==> config.mk <==
export PLATFORM = sky130hd
export DESIGN_NAME = vga_bus_source_flat
export DESIGN_NICKNAME = d
export VERILOG_FILES = /design/src/rtl/vga_bus_source_if.sv /design/src/rtl/vga_bus_source.sv /design/src/flat_wrapper.sv
export SDC_FILE = /design/constraint.sdc
export NUM_CORES = 1
export LEC_CHECK = 0
export BUFFER_PORTS_ARGS = -buffer_cell sky130_fd_sc_hd__buf_2
export CORE_ASPECT_RATIO = 1.2
export CORE_UTILIZATION = 54
export DETAILED_ROUTE_END_ITERATION = 8
export PLACE_DENSITY = 0.92
export SKIP_CTS_REPAIR_TIMING = 1
export SKIP_LAST_GASP = 1
export SLEW_MARGIN = 15
export SYNTH_ARGS = -nofsm -noshare
export SYNTH_HDL_FRONTEND = slang
export SYNTH_SLANG_ARGS = --single-unit
==> constraint.sdc <==
create_clock -name pclk -period 3.1 [get_ports pclk]
set_input_delay 0.155 -clock pclk [delete_from_list [all_inputs] [get_ports pclk]]
set_output_delay 0.155 -clock pclk [all_outputs]
set_load 0.02 [all_outputs]
==> src/rtl/vga_bus_source_if.sv <==
// ---------------------------------------------------------------------------
// vga_bus_source_if
//
// Project VGA bus carrier between the timing source and the drawing stages.
//
// Bus layout (MSB first), built with `VGA_BUS_MERGE:
//   hcount[10:0] | vcount[10:0] | hsync | vsync | hblnk | vblnk | rgb[11:0]
//
// Signals:
//   vga_out     `VGA_BUS_SIZE-bit packed timing/colour word
//   frame_tick  one-cycle pulse coincident with hcount=0, vcount=0
//
// Modports:
//   master  driven by the timing source (vga_bus_source)
//   slave   consumed by downstream overlay stages
// ---------------------------------------------------------------------------
`ifndef VGA_BUS_SIZE
`define VGA_BUS_SIZE 38
`endif

`ifndef VGA_BUS_MERGE
`define VGA_BUS_MERGE(hc, vc, hs, vs, hb, vb, rgb) {(hc), (vc), (hs), (vs), (hb), (vb), (rgb)}
`endif

interface vga_bus_source_if;
  logic [`VGA_BUS_SIZE-1:0] vga_out;
  logic                     frame_tick;

  modport master (output vga_out, output frame_tick);
  modport slave  (input  vga_out, input  frame_tick);
endinterface

==> src/rtl/vga_bus_source.sv <==
// ---------------------------------------------------------------------------
// vga_bus_source
//
// Head of the display pipeline: free-running VGA timing generator. Produces
// horizontal/vertical counters, positive-polarity sync pulses, blanking
// flags and the active-video colour, packed onto the project VGA bus.
// Default timing is SVGA 800x600 @ 60 Hz (40 MHz pixel clock).
//
// Ports:
//   pclk  in   pixel clock, all logic on its rising edge
//   rst   in   synchronous, active-high reset
//   bus   master modport of vga_bus_source_if (vga_out, frame_tick)
//
// Build option:
//   VGA_SRC_TEST_PATTERN_EN  when defined, active video shows eight
//                            100-pixel colour bars instead of BG_COLOR.
//
// Line and frame totals must not exceed 2048 (11-bit counters).
// ---------------------------------------------------------------------------
module vga_bus_source #(
  parameter int          H_ACTIVE = 800,
  parameter int          H_FP     = 40,
  parameter int          H_SYNC   = 128,
  parameter int          H_BP     = 88,
  parameter int          V_ACTIVE = 600,
  parameter int          V_FP     = 1,
  parameter int          V_SYNC   = 4,
  parameter int          V_BP     = 23,
  parameter logic [11:0] BG_COLOR = 12'h000
) (
  input  logic               pclk,
  input  logic               rst,
  vga_bus_source_if.master   bus
);

  localparam int H_TOTAL = H_ACTIVE + H_FP + H_SYNC + H_BP;
  localparam int V_TOTAL = V_ACTIVE + V_FP + V_SYNC + V_BP;

  localparam logic [10:0] H_LAST   = 11'(H_TOTAL - 1);
  localparam logic [10:0] HB_START = 11'(H_ACTIVE);
  localparam logic [10:0] HS_START = 11'(H_ACTIVE + H_FP);
  localparam logic [10:0] HS_END   = 11'(H_ACTIVE + H_FP + H_SYNC - 1);
  localparam logic [10:0] V_LAST   = 11'(V_TOTAL - 1);
  localparam logic [10:0] VB_START = 11'(V_ACTIVE);
  localparam logic [10:0] VS_START = 11'(V_ACTIVE + V_FP);
  localparam logic [10:0] VS_END   = 11'(V_ACTIVE + V_FP + V_SYNC - 1);

`ifdef VGA_SRC_TEST_PATTERN_EN
  // Pixel (0,0) sits in the white bar.
  localparam logic [11:0] RESET_RGB = 12'hfff;
`else
  localparam logic [11:0] RESET_RGB = BG_COLOR;
`endif

  logic [10:0] r_hcount, r_vcount;
  logic        r_hsync, r_vsync, r_hblnk, r_vblnk, r_frame_tick;
  logic [11:0] r_rgb;

  logic        w_h_wrap;
  logic [10:0] w_hcount_nxt, w_vcount_nxt;
  logic        w_hsync_nxt, w_vsync_nxt, w_hblnk_nxt, w_vblnk_nxt;
  logic        w_frame_tick_nxt;
  logic [11:0] w_active_rgb, w_rgb_nxt;

  // All flags are decoded from the next count, so every field registered on
  // an edge describes the same pixel and the bus carries no skew.
  always_comb begin
    w_h_wrap     = (r_hcount == H_LAST);
    w_hcount_nxt = w_h_wrap ? 11'd0 : r_hcount + 11'd1;
    w_vcount_nxt = r_vcount;
    if (w_h_wrap)
      w_vcount_nxt = (r_vcount == V_LAST) ? 11'd0 : r_vcount + 11'd1;

    w_hblnk_nxt      = (w_hcount_nxt >= HB_START);
    w_hsync_nxt      = (w_hcount_nxt >= HS_START) && (w_hcount_nxt <= HS_END);
    w_vblnk_nxt      = (w_vcount_nxt >= VB_START);
    w_vsync_nxt      = (w_vcount_nxt >= VS_START) && (w_vcount_nxt <= VS_END);
    w_frame_tick_nxt = (w_hcount_nxt == 11'd0) && (w_vcount_nxt == 11'd0);
  end

`ifdef VGA_SRC_TEST_PATTERN_EN
  // Bar select by compare chain on the horizontal position (no divider).
  always_comb begin
    // NOTE: a default assignment first guarantees every path drives the
    // output, so no latch is inferred from an incomplete if/else chain.
    w_active_rgb = 12'h000;
    if      (w_hcount_nxt < 11'd100) w_active_rgb = 12'hfff;
    else if (w_hcount_nxt < 11'd200) w_active_rgb = 12'hff0;
    else if (w_hcount_nxt < 11'd300) w_active_rgb = 12'h0ff;
    else if (w_hcount_nxt < 11'd400) w_active_rgb = 12'h0f0;
    else if (w_hcount_nxt < 11'd500) w_active_rgb = 12'hf0f;
    else if (w_hcount_nxt < 11'd600) w_active_rgb = 12'hf00;
    else if (w_hcount_nxt < 11'd700) w_active_rgb = 12'h00f;
  end
`else
  assign w_active_rgb = BG_COLOR;
`endif

  // Blanking always forces black, in both builds.
  assign w_rgb_nxt = (w_hblnk_nxt || w_vblnk_nxt) ? 12'h000 : w_active_rgb;

  always_ff @(posedge pclk) begin
    // NOTE: non-blocking assignments so every flop samples pre-edge values;
    // blocking here would make results depend on statement order.
    if (rst) begin
      r_hcount     <= 11'd0;
      r_vcount     <= 11'd0;
      r_hsync      <= 1'b0;
      r_vsync      <= 1'b0;
      r_hblnk      <= 1'b0;
      r_vblnk      <= 1'b0;
      r_frame_tick <= 1'b0;
      r_rgb        <= RESET_RGB;
    end else begin
      r_hcount     <= w_hcount_nxt;
      r_vcount     <= w_vcount_nxt;
      r_hsync      <= w_hsync_nxt;
      r_vsync      <= w_vsync_nxt;
      r_hblnk      <= w_hblnk_nxt;
      r_vblnk      <= w_vblnk_nxt;
      r_frame_tick <= w_frame_tick_nxt;
      r_rgb        <= w_rgb_nxt;
    end
  end

  assign bus.vga_out    = `VGA_BUS_MERGE(r_hcount, r_vcount, r_hsync, r_vsync,
                                         r_hblnk, r_vblnk, r_rgb);
  assign bus.frame_tick = r_frame_tick;

endmodule

==> src/flat_wrapper.sv <==
// flat-port wrapper written by rule: the top's interface ports become plain ports
module vga_bus_source_flat 
#(
  parameter int          H_ACTIVE = 800,
  parameter int          H_FP     = 40,
  parameter int          H_SYNC   = 128,
  parameter int          H_BP     = 88,
  parameter int          V_ACTIVE = 600,
  parameter int          V_FP     = 1,
  parameter int          V_SYNC   = 4,
  parameter int          V_BP     = 23,
  parameter logic [11:0] BG_COLOR = 12'h000
)
  (pclk, rst, bus_vga_out, bus_frame_tick);
  vga_bus_source_if bus_i ();
  input  logic pclk;
  input  logic rst;
  output wire logic [$bits(bus_i.vga_out)-1:0] bus_vga_out;
  output wire logic [$bits(bus_i.frame_tick)-1:0] bus_frame_tick;
  assign bus_vga_out = bus_i.vga_out;
  assign bus_frame_tick = bus_i.frame_tick;
  vga_bus_source #(.H_ACTIVE(H_ACTIVE), .H_FP(H_FP), .H_SYNC(H_SYNC), .H_BP(H_BP), .V_ACTIVE(V_ACTIVE), .V_FP(V_FP), .V_SYNC(V_SYNC), .V_BP(V_BP), .BG_COLOR(BG_COLOR)) u_core (.pclk(pclk), .rst(rst), .bus(bus_i));
endmodule
==> flow_summary.yaml, run 1 <==
synth:
  synth-main-ff-cell: "dfxtp_1"
  synth_top_cell_area_share_pct: 29.6
  synth_area_leader_cell: "dfxtp_1"
  synth.cell_area_um2: 1830
  synth.area.top_cells: "dfxtp_1 (30%), buf_4 (7.0%), xnor2_1 (5.3%), nor2_1 (4.5%), buf_6 (3.1%)"
  synth_edf_count: 0
  synth-seq-cells: 27
  async_reset_ff_share_pct: 0
  synth_cell_types: 50
  seq_area_frac_synth_pct: 29.6
  ys_warn_count: 0
  syn_inst: 217
  avgSynthCellArea_um2: 8.41
clocking:
  htree_levels: 1
  cts_tree: "built"
  cts_num_sinks: 27
  clk_pin_slew_ns: 0.15
  clock_latency_ns: 0.34
  cts-root-buf: "clkbuf_4"
  cts_buffers: 3
  cts_buffer_depth: 2
drt:
  vias_per_cell: 5.90
  num_vias: 1581
  wl_mm: 3.82
  firstDrtPassIters: 4
  ant_nets: 0
  drtIter0Drc: 42
  wire_per_inst_um: 14.2
  drc: 0
pwr:
  ir_drop_mv: 0.293
  p_per_area_nw_per_um2: 296
  power_leakage_nw: 0.775
  power_uw: 552
placement:
  place_congestion: 0.915
  portBuffers: 28
  dpl.hpwl_mm: 2.90
  placed_area_um2: 1840
worst_setup_path:
  required_ns: 3.40
  crit_slowest_cell: "or4b_1"
  critPathCaptureType: "flop"
  crit_chain: "ha_1 > nand4_1 > nor4_4 > xor2_1 > or4b_1 > a21oi_1 > and4_1"
  startpoint_type: "flop"
  critPathMaxFanout: 8
  timing.rr.start: "u_core.r_hcount[0]"
  crit_arrival_ns: 2.92
  r2r_setup_slack_ns: 0.48
  r2r_cells: 7
  worst_path_largest_cell_delay_ns: 0.52
  r2r_end: "u_core.bus.frame_tick"
  worstSetupPathType: "reg2reg"
finish:
  fillCellCount: 313
  diodes: 0
  final_area_um2: 1870
  final_common_cell: "buf_2"
  drive_gt1_share_pct: 21.1
  nNetsFinal: 238
  syn2layout_area_growth_pct: 2.19
  layout_common_cells: "buf_2 (28), dfxtp_1 (27), nor2_1 (22)"
sta:
  finalSetupViolCount: 0
  hold_violations: 0
  rsz0062_at_grt: "no"
  tns_ns: 0
  skew_ns: 0.00749
  fmax_mhz: 382
  finalCritPeriodShare_pct: 84.5
  fin_crit_ns: 2.62
  drv_slew: 0
floorplan:
  core_um2: 3140
  ios: 41
  rows: 22
  die_y_um: 65.7
  initial_core_util_pct: 58.2
  dieWidth_um: 55.1
  dieArea_um2: 3620
grt:
  antenna_found_initial: 0
  grt_pass1_vias: 1444
  grt-ovfl-total: 0
  grt_pass1_wl_mm: 6.13
  grt_usage_pct: 22.6
  grt_max_degree: 27
hold_path:
  worst_hold_path_type: "in2reg"
  min_path_cells: 2
  hp-start: "rst"
  min_to: "u_core.r_vcount[4]"
run:
  maxCapViolations: 0
outcome:
  status: "finished clean"
## per-layer routing
metal	up-vias	share of wire, %	GRT usage [%]
li1	783	-	-
met1	733	42	27.1
met2	54	52	39.3
met3	11	4.3	2.31
met4	0	1.9	9.06
met5	-	0	0
## worst max-delay path, delay by kind of cell, from the launching register on
kind | cells | cell delay [ns]
AO/OA/AOI/OAI | 1 | 0.14
XOR/XNOR | 1 | 0.13
adder cells (fa/ha/maj) | 1 | 0.27
flip-flops | 1 | 0.47
AND/OR/NAND/NOR | 4 | 1.56
## logic make-up (layout without fill, tap and decap cells)
group                      after synthesis  after routing  synth area share, %
buffers and inverters                   33             37                 13.1
and+or+nand+nor                        107            107                 36.0
muxes                                    2              2                 1.10
adders and majority gates                3              3                 2.06
DFF                                     27             27                 29.6
AOI/OAI and AO/OA                       29             29                 10.8
other                                    1             12                0.205
xor gates and xnor gates                15             15                 7.20
## worst max path at each step
stage                             startpoint                    end  slack, ns  cells past startpoint
after floorplan           u_core.r_hcount[7]  u_core.bus.frame_tick       0.66                      7
after global placement    u_core.r_hcount[5]  u_core.bus.frame_tick       0.61                      6
after detailed placement  u_core.r_hcount[0]  u_core.bus.frame_tick       0.54                      7
after CTS                 u_core.r_hcount[0]  u_core.bus.frame_tick       0.51                      7
after global routing      u_core.r_hcount[0]  u_core.bus.frame_tick       0.32                      7
final                     u_core.r_hcount[0]  u_core.bus.frame_tick       0.48                      7
## power by group
group | internal, mW | switching, mW | leakage (nW)
registers | 0.351 | 0.00491 | 0.218
logic | 0.00802 | 0.0293 | 0.543
clock network | 0.0495 | 0.110 | 0.0139
total | 0.408 | 0.144 | 0.775
## cell type report
type	count	area [µm²]	share of cell area, %
Timing Repair Buffer	29	148	7.91
Tap cell	36	45.0	2.41
Clock inverter	1	7.51	0.402
Inverter	4	15.0	0.805
Multi-Input combinational cell	168	1090	58.3
Clock buffer	3	22.5	1.21
Sequential cell	27	541	29.0
## Yosys cell counts (2+ instances only)
cell	instances
nand3_1	10
and3_2	2
or4b_1	2
and3_1	2
a31oi_1	3
a211o_1	2
xnor2_1	11
nor4_1	9
buf_4	17
nor2_1	22
or4_4	2
a311oi_1	2
dfxtp_1	27
nor3_1	10
o21ai_0	4
buf_6	5
nor2b_1	4
and4_1	3
and2_1	2
nand2b_1	3
mux2i_1	2
xor2_1	4
nand4b_1	3
nand2_1	15
nand4_1	5
buf_2	3
a21o_2	2
ha_1	3
nor4_4	2
or2_1	2
inv_1	4
a21oi_1	10
clkbuf_1	3
## sequential cells by signal, summed over array words and instances, names as in the netlist
signal	cells
u_core.r_hblnk	1
u_core.r_vcount	11
u_core.r_vblnk	1
u_core.r_hsync	1
u_core.r_hcount	11
u_core.r_vsync	1
u_core.bus.frame_tick	1
## metrics by stage
| stage | utilization [%] | instances | setup WS (ns) | hold slack [ns] |
|---|---|---|---|---|
| 2_1_floorplan | - | 228 | 0.665 | 0.360 |
| 3_5_place_dp | 58.5 | 264 | 0.542 | 0.502 |
| 3_3_place_gp | 58.5 | 264 | 0.605 | 0.488 |
| 6_report | 59.4 | 268 | 0.481 | 0.236 |
| 4_1_cts | 59.4 | 268 | 0.509 | 0.217 |
| 5_1_grt | 59.4 | 268 | 0.321 | 0.239 |
(Power assumes the default switching activity.)
==> run 2, diff against run 1 <==
--- a/config.mk
+++ b/config.mk
@@ -5,11 +5,12 @@
 export SDC_FILE = /design/constraint.sdc
 export NUM_CORES = 1
 export LEC_CHECK = 0
+export ABC_AREA = 1
 export BUFFER_PORTS_ARGS = -buffer_cell sky130_fd_sc_hd__buf_2
 export CORE_ASPECT_RATIO = 1.2
-export CORE_UTILIZATION = 54
+export CORE_UTILIZATION = 49
 export DETAILED_ROUTE_END_ITERATION = 8
-export PLACE_DENSITY = 0.92
+export PLACE_DENSITY = 0.88
 export SKIP_CTS_REPAIR_TIMING = 1
 export SKIP_LAST_GASP = 1
 export SLEW_MARGIN = 15
==> constraint.sdc (replaced) <==
create_clock -name pclk -period 2.3 [get_ports pclk]
set_input_delay 0.115 -clock pclk [delete_from_list [all_inputs] [get_ports pclk]]
set_output_delay 0.115 -clock pclk [all_outputs]
set_load 0.02 [all_outputs]
==> flow_summary.yaml, run 2 <==
sta:
  rsz0062_at_grt: "no"
  finalSetupViolCount: 0
  finalCritPeriodShare_pct: 90.6
  setup_ws_ns: 0.215
  skew_ns: 0.0113
  hold_violations: 0
  fin_crit_ns: 2.08
  drv_slew: 0
  whs_ns: 0.259
  fmax_mhz: 480
  tns_ns: 0
finish:
  drive_gt1_share_pct: 15.3
  layout_common_cells: "nand2_1 (93), nor2_1 (64), inv_1 (41)"
  largestRegisters: "u_core.r_hcount: 11 flops, u_core.r_vcount: 11 flops"
  diodes: 0
  final_common_cell: "nand2_1"
  nNetsFinal: 360
  syn2layout_area_growth_pct: 8.63
worst_setup_path:
  worstSetupPathType: "reg2reg"
  critPathCaptureType: "flop"
  critPathMaxFanout: 23
  r2r_cells: 16
  startpoint_type: "flop"
  r2r_setup_slack_ns: 0.22
  r2r_end: "u_core.r_vsync"
  required_ns: 2.52
  crit_arrival_ns: 2.31
  timing.rr.start: "u_core.r_hcount[1]"
synth:
  seq_area_frac_synth_pct: 27.6
  yosysMostFrequentCell: "nand2_1"
  synth_cell_types: 30
  synth_edf_count: 0
  synth_top_cell_area_share_pct: 27.6
  ys_warn_count: 0
  synth-seq-cells: 27
  synth.area.top_cells: "dfxtp_1 (28%), nand2_1 (18%), nor2_1 (12%), nand3_1 (8.2%), inv_1 (7.9%)"
  syn_inst: 331
  synth.cell_area_um2: 1960
  synth_area_leader_cell: "dfxtp_1"
  ys_top_cells_by_count: "nand2_1 (93), nor2_1 (64), inv_1 (41), nand3_1 (32), dfxtp_1 (27)"
  synth-main-ff-cell: "dfxtp_1"
  async_reset_ff_share_pct: 0
  avgSynthCellArea_um2: 5.92
outcome:
  status: "finished clean"
drt:
  ant_nets: 0
  drc: 0
  firstDrtPassIters: 4
  vias_per_cell: 4.96
  wire_per_inst_um: 11.2
  wl_mm: 4.53
  drtIter0Drc: 144
  num_vias: 2013
clocking:
  htree_levels: 1
  cts_tree: "built"
  clk_pin_slew_ns: 0.10
  clock_latency_ns: 0.28
  cts_num_sinks: 27
  cts-root-buf: "clkbuf_8"
  cts_buffers: 3
  cts_buffer_depth: 2
hold_path:
  hp-start: "rst"
  min_path_cells: 2
  worst_hold_path_type: "in2reg"
  min_to: "u_core.r_vcount[1]"
grt:
  grt_usage_pct: 22.4
  grt_max_degree: 25
  antenna_found_initial: 0
  grt-ovfl-total: 0
  grt_pass1_wl_mm: 7.45
  grt_pass1_vias: 1757
placement:
  pre_cts_ws_ns: 0.144
  place_congestion: 0.975
  portBuffers: 28
  dpl.hpwl_mm: 3.49
run:
  maxCapViolations: 0
floorplan:
  ios: 41
  dieArea_um2: 4250
  core_um2: 3720
  die_y_um: 71.3
  initial_core_util_pct: 52.6
  rows: 24
  dieWidth_um: 59.7
pwr:
  power_uw: 800
  ir_drop_mv: 0.322
  power_leakage_nw: 1.08
  p_per_area_nw_per_um2: 376
[run 2: cell count changes in the layout (fill, tap and decap cells not counted), sizes merged, moves of 4 or more]
cell   delta
nand3    +23
nor2     +46
a21oi     -7
nor4     -12
nand2    +81
nand4     +4
and3      -4
inv      +38
nor2b     -4
nor3      -4
o21ai     +4
xnor2    -10
[run 2: logic make-up after synthesis]
family / share of synthesized area (%)
other: 0.192
buffers and inverters: 17.0
adders and majority gates: 1.92
xor gates and xnor gates: 0.895
AOI/OAI and AO/OA: 4.22
DFF: 27.6
and+or+nand+nor: 48.2
[run 2: where the power goes]
group | total [mW] | leakage (nW) | switching [mW] | internal [mW]
Sequential | 0.477 | 0.218 | 0.00473 | 0.472
Combinational | 0.0500 | 0.844 | 0.0402 | 0.00982
Clock | 0.274 | 0.0217 | 0.151 | 0.123
Total | 0.800 | 1.08 | 0.196 | 0.605
[run 2: area by class of cell]
class | instances | area (µm²)
clock inverter | 1 | 7.51
tap | 52 | 65.1
sequential | 27 | 542
clock buffer | 3 | 41.3
inverter | 43 | 163
timing repair buffer | 31 | 175
fill | 390 | 1600
multi-input combinational | 249 | 1130
[run 2: worst max path at each step]
stage / from / endpoint / slack [ns] / cells after the start
final: u_core.r_hcount[1] / u_core.r_vsync / 0.22 / 16
after detailed placement: u_core.r_hcount[0] / u_core.r_vsync / 0.14 / 13
after global placement: u_core.r_hcount[1] / u_core.r_vsync / 0.27 / 13
after global routing: u_core.r_hcount[1] / u_core.r_vsync / 0.01 / 16
after CTS: u_core.r_hcount[0] / u_core.r_vsync / 0.13 / 13
after floorplan: u_core.r_hcount[1] / u_core.r_vsync / 0.31 / 15
[run 2: through the flow]
stage	cell area [µm²]	utilization [%]	cells
finish	2130	57.1	406
detailed placement	2070	55.6	402
global placement	2070	55.6	402
floorplan	2000	-	342
CTS	2120	56.9	406
global route	2130	57.1	406
[run 2: critical path: stages, from the launching register on]
cell and delay, ns:
dfxtp_1 0.38, ha_2 0.22, nand2_2 0.10, nor2_4 0.16, inv_2 0.07, nor2_4 0.13, buf_12 0.17, nand2_2 0.08
nand2_1 0.06, nand2_1 0.06, nor2_2 0.11, nand2_1 0.07, nand2_1 0.07, nand2_1 0.07, nor2_1 0.14, nor2_1 0.06
nor2_1 0.08
[run 2: layer usage]
metal	GRT usage, %	share of wire (%)	vias up
li1	-	-	1044
met3	2.71	5.7	12
met4	7.49	2.5	0
met5	0	0	-
met2	37.5	49	74
met1	29.3	43	883
